`src/rtl/mac_operand_loader_pkg.sv`:
```
// rtl/mac_operand_loader_pkg.sv - shared widths and FSM encoding for the MAC operand loader
//   MAC_OP_W     operand width in bits
//   MAC_WORD_W   input stream word width in bits
//   opld_state_e loader control states (FILL accepts words, HOLD freezes a complete pair)
package mac_operand_loader_pkg;

  localparam int MAC_OP_W   = 256;
  localparam int MAC_WORD_W = 32;

  typedef enum logic {
    OPLD_FILL = 1'b0,
    OPLD_HOLD = 1'b1
  } opld_state_e;

endpackage

```
`src/rtl/mac_opld_asm_reg.sv`:
```
// rtl/mac_opld_asm_reg.sv - OP_W assembly register with single indexed word write per cycle
//   clk, rst_n  clock, asynchronous active-low reset (register clears to 0)
//   we          write enable for word idx
//   idx         word index, 0 = least-significant word
//   wdata       word to write
//   q           current register contents
module mac_opld_asm_reg #(
  parameter int OP_W   = 256,
  parameter int WORD_W = 32,
  parameter int IDX_W  = 3
) (
  input  logic              clk,
  input  logic              rst_n,
  input  logic              we,
  input  logic [IDX_W-1:0]  idx,
  input  logic [WORD_W-1:0] wdata,
  output logic [OP_W-1:0]   q
);

  logic [OP_W-1:0] q_q;
  logic [OP_W-1:0] q_d;

  always_comb begin
    q_d = q_q;
    if (we) begin
      q_d[idx*WORD_W +: WORD_W] = wdata;
    end
  end

  always_ff @(posedge clk or negedge rst_n) begin
    if (!rst_n) begin
      q_q <= '0;
    end else begin
      q_q <= q_d;
    end
  end

  assign q = q_q;

endmodule

```
`src/rtl/mac_operand_loader.sv`:
```
// rtl/mac_operand_loader.sv - assembles A/B operand pairs from a word stream for the MAC datapath
//   clk, rst_n         clock, asynchronous active-low reset
//   flush              drop the partial (or frozen) pair, restart at word 0
//   s_valid/s_ready    input word handshake, s_data = word (LS word first, A then B)
//   op_valid/op_ready  output pair handshake, a_out/b_out = operands
//   OPLD_LAST_CHK_EN   adds s_last framing input and sticky err output
module mac_operand_loader
  import mac_operand_loader_pkg::*;
#(
  parameter int OP_W   = MAC_OP_W,
  parameter int WORD_W = MAC_WORD_W
) (
  input  logic              clk,
  input  logic              rst_n,
  input  logic              flush,
  input  logic              s_valid,
  output logic              s_ready,
  input  logic [WORD_W-1:0] s_data,
  output logic              op_valid,
  input  logic              op_ready,
  output logic [OP_W-1:0]   a_out,
  output logic [OP_W-1:0]   b_out
`ifdef OPLD_LAST_CHK_EN
  ,
  input  logic              s_last,
  output logic              err
`endif
);

  localparam int NW    = OP_W / WORD_W;
  localparam int IDX_W = (NW > 1) ? $clog2(NW) : 1;
  localparam int CNT_W = $clog2(2 * NW);
  localparam logic [CNT_W-1:0] CNT_LAST = CNT_W'(2 * NW - 1);
  localparam logic [CNT_W-1:0] CNT_NW   = CNT_W'(NW);

  opld_state_e      state_q, state_d;
  logic [CNT_W-1:0] cnt_q, cnt_d;
  logic             op_valid_q, op_valid_d;
  logic [OP_W-1:0]  a_out_q, a_out_d;
  logic [OP_W-1:0]  b_out_q, b_out_d;
  logic             err_q, err_d;

  logic [OP_W-1:0]  a_asm;
  logic [OP_W-1:0]  b_asm;
  logic             accept;
  logic             is_last;
  logic             frame_err;
  logic             last_ok;
  logic             slot_free;
  logic             in_a;

  // Flush beats a simultaneous word; the word is simply not taken.
  assign accept    = s_valid & s_ready & ~flush;
  assign is_last   = (cnt_q == CNT_LAST);
  assign in_a      = (cnt_q < CNT_NW);
  assign slot_free = ~op_valid_q | op_ready;

`ifdef OPLD_LAST_CHK_EN
  assign frame_err = accept & (s_last != is_last);
  assign err       = err_q;
`else
  assign frame_err = 1'b0;
`endif

  assign last_ok = accept & is_last & ~frame_err;

  // Words of a mis-framed pair still land in the assembly; they are overwritten
  // before any pair built from them could be presented.
  mac_opld_asm_reg #(.OP_W(OP_W), .WORD_W(WORD_W), .IDX_W(IDX_W)) u_asm_a (
    .clk   (clk),
    .rst_n (rst_n),
    .we    (accept & in_a),
    .idx   (IDX_W'(cnt_q)),
    .wdata (s_data),
    .q     (a_asm)
  );

  mac_opld_asm_reg #(.OP_W(OP_W), .WORD_W(WORD_W), .IDX_W(IDX_W)) u_asm_b (
    .clk   (clk),
    .rst_n (rst_n),
    .we    (accept & ~in_a),
    .idx   (IDX_W'(cnt_q - CNT_NW)),
    .wdata (s_data),
    .q     (b_asm)
  );

  always_comb begin
    state_d    = state_q;
    cnt_d      = cnt_q;
    op_valid_d = op_valid_q;
    a_out_d    = a_out_q;
    b_out_d    = b_out_q;
    err_d      = err_q;

    if (flush) begin
      cnt_d = '0;
      err_d = 1'b0;
    end else if (frame_err) begin
      cnt_d = '0;
      err_d = 1'b1;
    end else if (accept) begin
      cnt_d = is_last ? '0 : cnt_q + 1'b1;
    end

    if (op_valid_q & op_ready) begin
      op_valid_d = 1'b0;
    end

    case (state_q)
      OPLD_FILL: begin
        if (last_ok) begin
          if (slot_free) begin
            // The last word is still in flight to the B assembly, so bypass it.
            a_out_d = a_asm;
            b_out_d = b_asm;
            b_out_d[OP_W-WORD_W +: WORD_W] = s_data;
            op_valid_d = 1'b1;
          end else begin
            state_d = OPLD_HOLD;
          end
        end
      end
      OPLD_HOLD: begin
        if (flush) begin
          state_d = OPLD_FILL;
        end else if (op_valid_q & op_ready) begin
          a_out_d    = a_asm;
          b_out_d    = b_asm;
          op_valid_d = 1'b1;
          state_d    = OPLD_FILL;
        end
      end
      default: state_d = OPLD_FILL;
    endcase
  end

  always_ff @(posedge clk or negedge rst_n) begin
    if (!rst_n) begin
      state_q    <= OPLD_FILL;
      cnt_q      <= '0;
      op_valid_q <= 1'b0;
      a_out_q    <= '0;
      b_out_q    <= '0;
      err_q      <= 1'b0;
    end else begin
      state_q    <= state_d;
      cnt_q      <= cnt_d;
      op_valid_q <= op_valid_d;
      a_out_q    <= a_out_d;
      b_out_q    <= b_out_d;
      err_q      <= err_d;
    end
  end

  // Registered only: no path from op_ready to s_ready.
  assign s_ready  = (state_q == OPLD_FILL);
  assign op_valid = op_valid_q;
  assign a_out    = a_out_q;
  assign b_out    = b_out_q;

endmodule

```
`config.mk`:
```
export PLATFORM = sky130hd
export DESIGN_NAME = mac_operand_loader
export DESIGN_NICKNAME = d
export VERILOG_FILES = /design/src/rtl/mac_operand_loader_pkg.sv /design/src/rtl/mac_opld_asm_reg.sv /design/src/rtl/mac_operand_loader.sv
export SDC_FILE = /design/constraint.sdc
export NUM_CORES = 1
export LEC_CHECK = 0
export ABC_AREA = 1
export BUFFER_PORTS_ARGS = -buffer_cell sky130_fd_sc_hd__buf_4
export CAP_MARGIN = 0
export CORE_UTILIZATION = 57
export CTS_CLUSTER_DIAMETER = 100
export DETAILED_ROUTE_END_ITERATION = 10
export GPL_ROUTABILITY_DRIVEN = 0
export PLACE_DENSITY = 0.78
export SYNTH_ARGS = -nofsm -noshare
export SYNTH_HDL_FRONTEND = slang
export SYNTH_SLANG_ARGS = --single-unit
export TNS_END_PERCENT = 100
```
`constraint.sdc`:
```
create_clock -name clk -period 2.6 [get_ports clk]
set_clock_uncertainty 0.1 [all_clocks]
set_input_delay 0.39 -clock clk [delete_from_list [all_inputs] [get_ports clk]]
set_output_delay 0.39 -clock clk [all_outputs]
set_load 0.02 [all_outputs]
```
==> reports/metrics.yaml <==
finish:
  fin_nets: 5032
  final_cells: 6016
  regArea_mm2: 0.0258
  final_util: 0.711
  multi_input_area_mm2: 0.0132
  syn_to_final_growth_pct: 22.9
  n_fill_cell: 5214
  drive_above_1_share: 0.180
  fin_area_mm2: 0.0501
worst_setup_path:
  max_stage_delay_ns: 0.53
  worstPathRequired_ns: 3.09
  crit_buf_inv: 2
  crit_fanout: 32
  r2r_cells: 9
  end_kind: "flop"
  arrival_ns: 2.97
  crit_path_top_delay_cell: "nor2_1"
  path_cells: "inv_1 -> ha_1 -> ha_1 -> nor2_2 -> buf_12 -> nand2_1 -> nor2_1 -> nand4_1 -> nand2_1"
  r2r_start: "cnt_q[1]$_DFFE_PN0P_"
  rrSetupSlack_ns: 0.12
  cp.depth: 9
  crit_path_start: "cnt_q[1]$_DFFE_PN0P_"
  crit_type: "reg2reg"
  rr_endpoint: "u_asm_a.q[81]$_DFFE_PN0P_"
  crit_family: "simple AND/OR/NAND/NOR gates"
  start_kind: "flop"
yosys:
  yosys.area.top_type: "dfrtp_1"
  yosys_most_used_dff: "dfrtp_1"
  ys_async_sr_fraction: 1.00
  synth-seq-cells: 1030
  syn_inst: 4510
  synth_area_leaders: "dfrtp_1 63%, nand2_1 17%, nand3_1 7.3%, o21ai_0 2.8%, buf_2 2.2%"
  synth.avg_cell_area_um2: 9.03
  yosysSeqAreaShare: 0.633
  synth_cell_type_count: 24
  yosys_warnings: 0
  synth_edf_count: 0
  syn_nets: 4551
  yosysMostFrequentCell: "nand2_1"
  syn_area_mm2: 0.0407
  yosysTopAreaCellShare: 0.633
  synth_common_cells: "1,891 x nand2_1, 1,030 x dfrtp_1, 596 x nand3_1, 230 x o21ai_0, 176 x buf_2"
timing:
  hold_slack_ns: 0.0329
  drv_slew: 0
  finalSetupViolations: 0
  fmax_mhz: 403
  fin_crit_sh: 0.953
  worst_slack_ns: 0.121
  hold_violations: 0
  min_period_ns: 2.48
  worst_slew_pin_slew_ns: 0.856
  fin_setup_tns_ns: 0
  slew-limit-headroom: 0.429
  rsz0062_at_grt: "no"
floorplanning:
  die_w_um: 269
  core_mm2: 0.0704
  start_util: 0.579
  fp-row-count: 97
  die_h_um: 269
  dieArea_mm2: 0.0725
  io_pins: 551
power:
  power.density_mw_per_mm2: 678
  power.total_mw: 33.9
  ir_drop_mv: 0.531
  p_sw_mw: 7.93
  p_leak_nw: 27.4
  p_comb_frac: 0.053
  p_clk_frac: 0.457
  power_frac_seq: 0.490
  sw_frac_of_total: 0.234
  intPower_mw: 26.0
flow_run:
  cap_violations: 0
clocking:
  cts_tree: "yes"
  cts-buffers-inserted: 102
  clkLatencyLatePin_ns: 0.67
  h-tree-depth: 3
  cts.sinks: 1030
  clkTransAtPathRegs_ns: 0.06
  clockBufferDepth: 3
  cts_root_buffer: "clkbuf_16"
routing:
  wl_per_cell_um: 22.3
  wl_met1_um: 52200
  vias: 34900
  avgViaCountPerCell: 5.80
  wl_met2_um: 58300
  wl_met3_um: 15500
  drc: 0
  firstDrtPassIters: 6
  drtIter0Drc: 4089
  dr.max_layer_used: "met5"
  final_antenna_net_count: 0
  wl_um: 134000
hold_path:
  holdPathStages: 3
  holdPathEnd: "u_asm_a.q[28]$_DFFE_PN0P_"
  min-delay-start: "s_data[28]"
  min_path_type: "in2reg"
placement:
  placed_area_mm2: 0.0464
  preCtsSetupSlack_ns: 0.162
  dp_hpwl_um: 92200
  place_inst: 5820
  numPortBuffers: 550
global_routing:
  grt_pass1_wl_um: 203000
  grt_max_degree: 152
  antenna_found_initial: 10
  grt_overflow: 0
  grt_pass1_vias: 33500
  groute.usage.overall: 0.368
run_status:
  run_status: "finished, final reports clean"
## how the worst max path moves through the flow
stage,end,slack (ns)
after floorplan,u_asm_a.q[1]$_DFFE_PN0P_,0.42
after global placement,u_asm_b.q[73]$_DFFE_PN0P_,0.27
after detailed placement,u_asm_a.q[82]$_DFFE_PN0P_,0.16
after CTS,u_asm_a.q[82]$_DFFE_PN0P_,0.17
after global routing,u_asm_a.q[82]$_DFFE_PN0P_,0.01
final,u_asm_a.q[81]$_DFFE_PN0P_,0.12
## area by class of cell
class | instances | share of cell area
flip-flops and latches | 1030 | 0.515
multi-input cells | 3045 | 0.263
repair buffers | 706 | 0.120
clock buffers | 154 | 0.0615
well taps | 940 | 0.0235
clock inverters | 33 | 0.00962
inverters | 106 | 0.00795
diodes | 2 | 0.000100
## placed cells by master, fill, tap and decap left out, drive strengths merged, types with 17 or more instances in the layout
master	count
inv	111
nand3	597
dfrtp	1030
o21ai	348
buf	699
clkinv	17
clkbuf	154
nor2	68
nand4	128
nand2	1893
## repair_timing
action | in CTS | in global routing
resized for setup | 0 | 0
endpoints found under the hold margin | 241 | 0
setup endpoints to repair | 0 | 0
setup buffers | 0 | 0
hold buffers | 7 | 0
## flip-flops by register name, summed over array words and instances (netlist names), named ones only
signal     flops
a_out        256
b_out        256
u_asm_a.q    256
u_asm_b.q    256
cnt_q          4
state_q        1
## metal layers
layer	vias up	GRT usage
li1	15500	-
met1	17000	0.513
met2	2000	0.519
met3	380	0.110
met4	10	0.204
met5	-	0
## worst reg2reg max path: cells and delay by family, from the launching register on
family                     cells  cell delay [ns]
adders and majority gates      2             0.42
buffers and inverters          2             0.30
DFF                            1             0.37
and+or+nand+nor                5             1.22
## power groups by stage
stage | registers, mW | logic (mW) | clock network, mW
2_1_floorplan | 16.9 | 0.647 | 0
3_3_place_gp | 16.9 | 1.70 | 0
3_5_place_dp | 16.9 | 1.75 | 0
4_1_cts | 16.6 | 1.76 | 15.6
5_1_grt | 16.6 | 1.92 | 16.2
6_report | 16.6 | 1.79 | 15.5
## cells by family after synthesis
kind of cell / count (synthesis) / synth area share
compound gates: 353 / 0.0439
fa+ha+maj: 4 / 0.00123
simple gates: 2687 / 0.276
flops: 1030 / 0.633
buf+inv: 435 / 0.0462
xor+xnor: 1 / 0.000215
(Power assumes the default switching activity.)
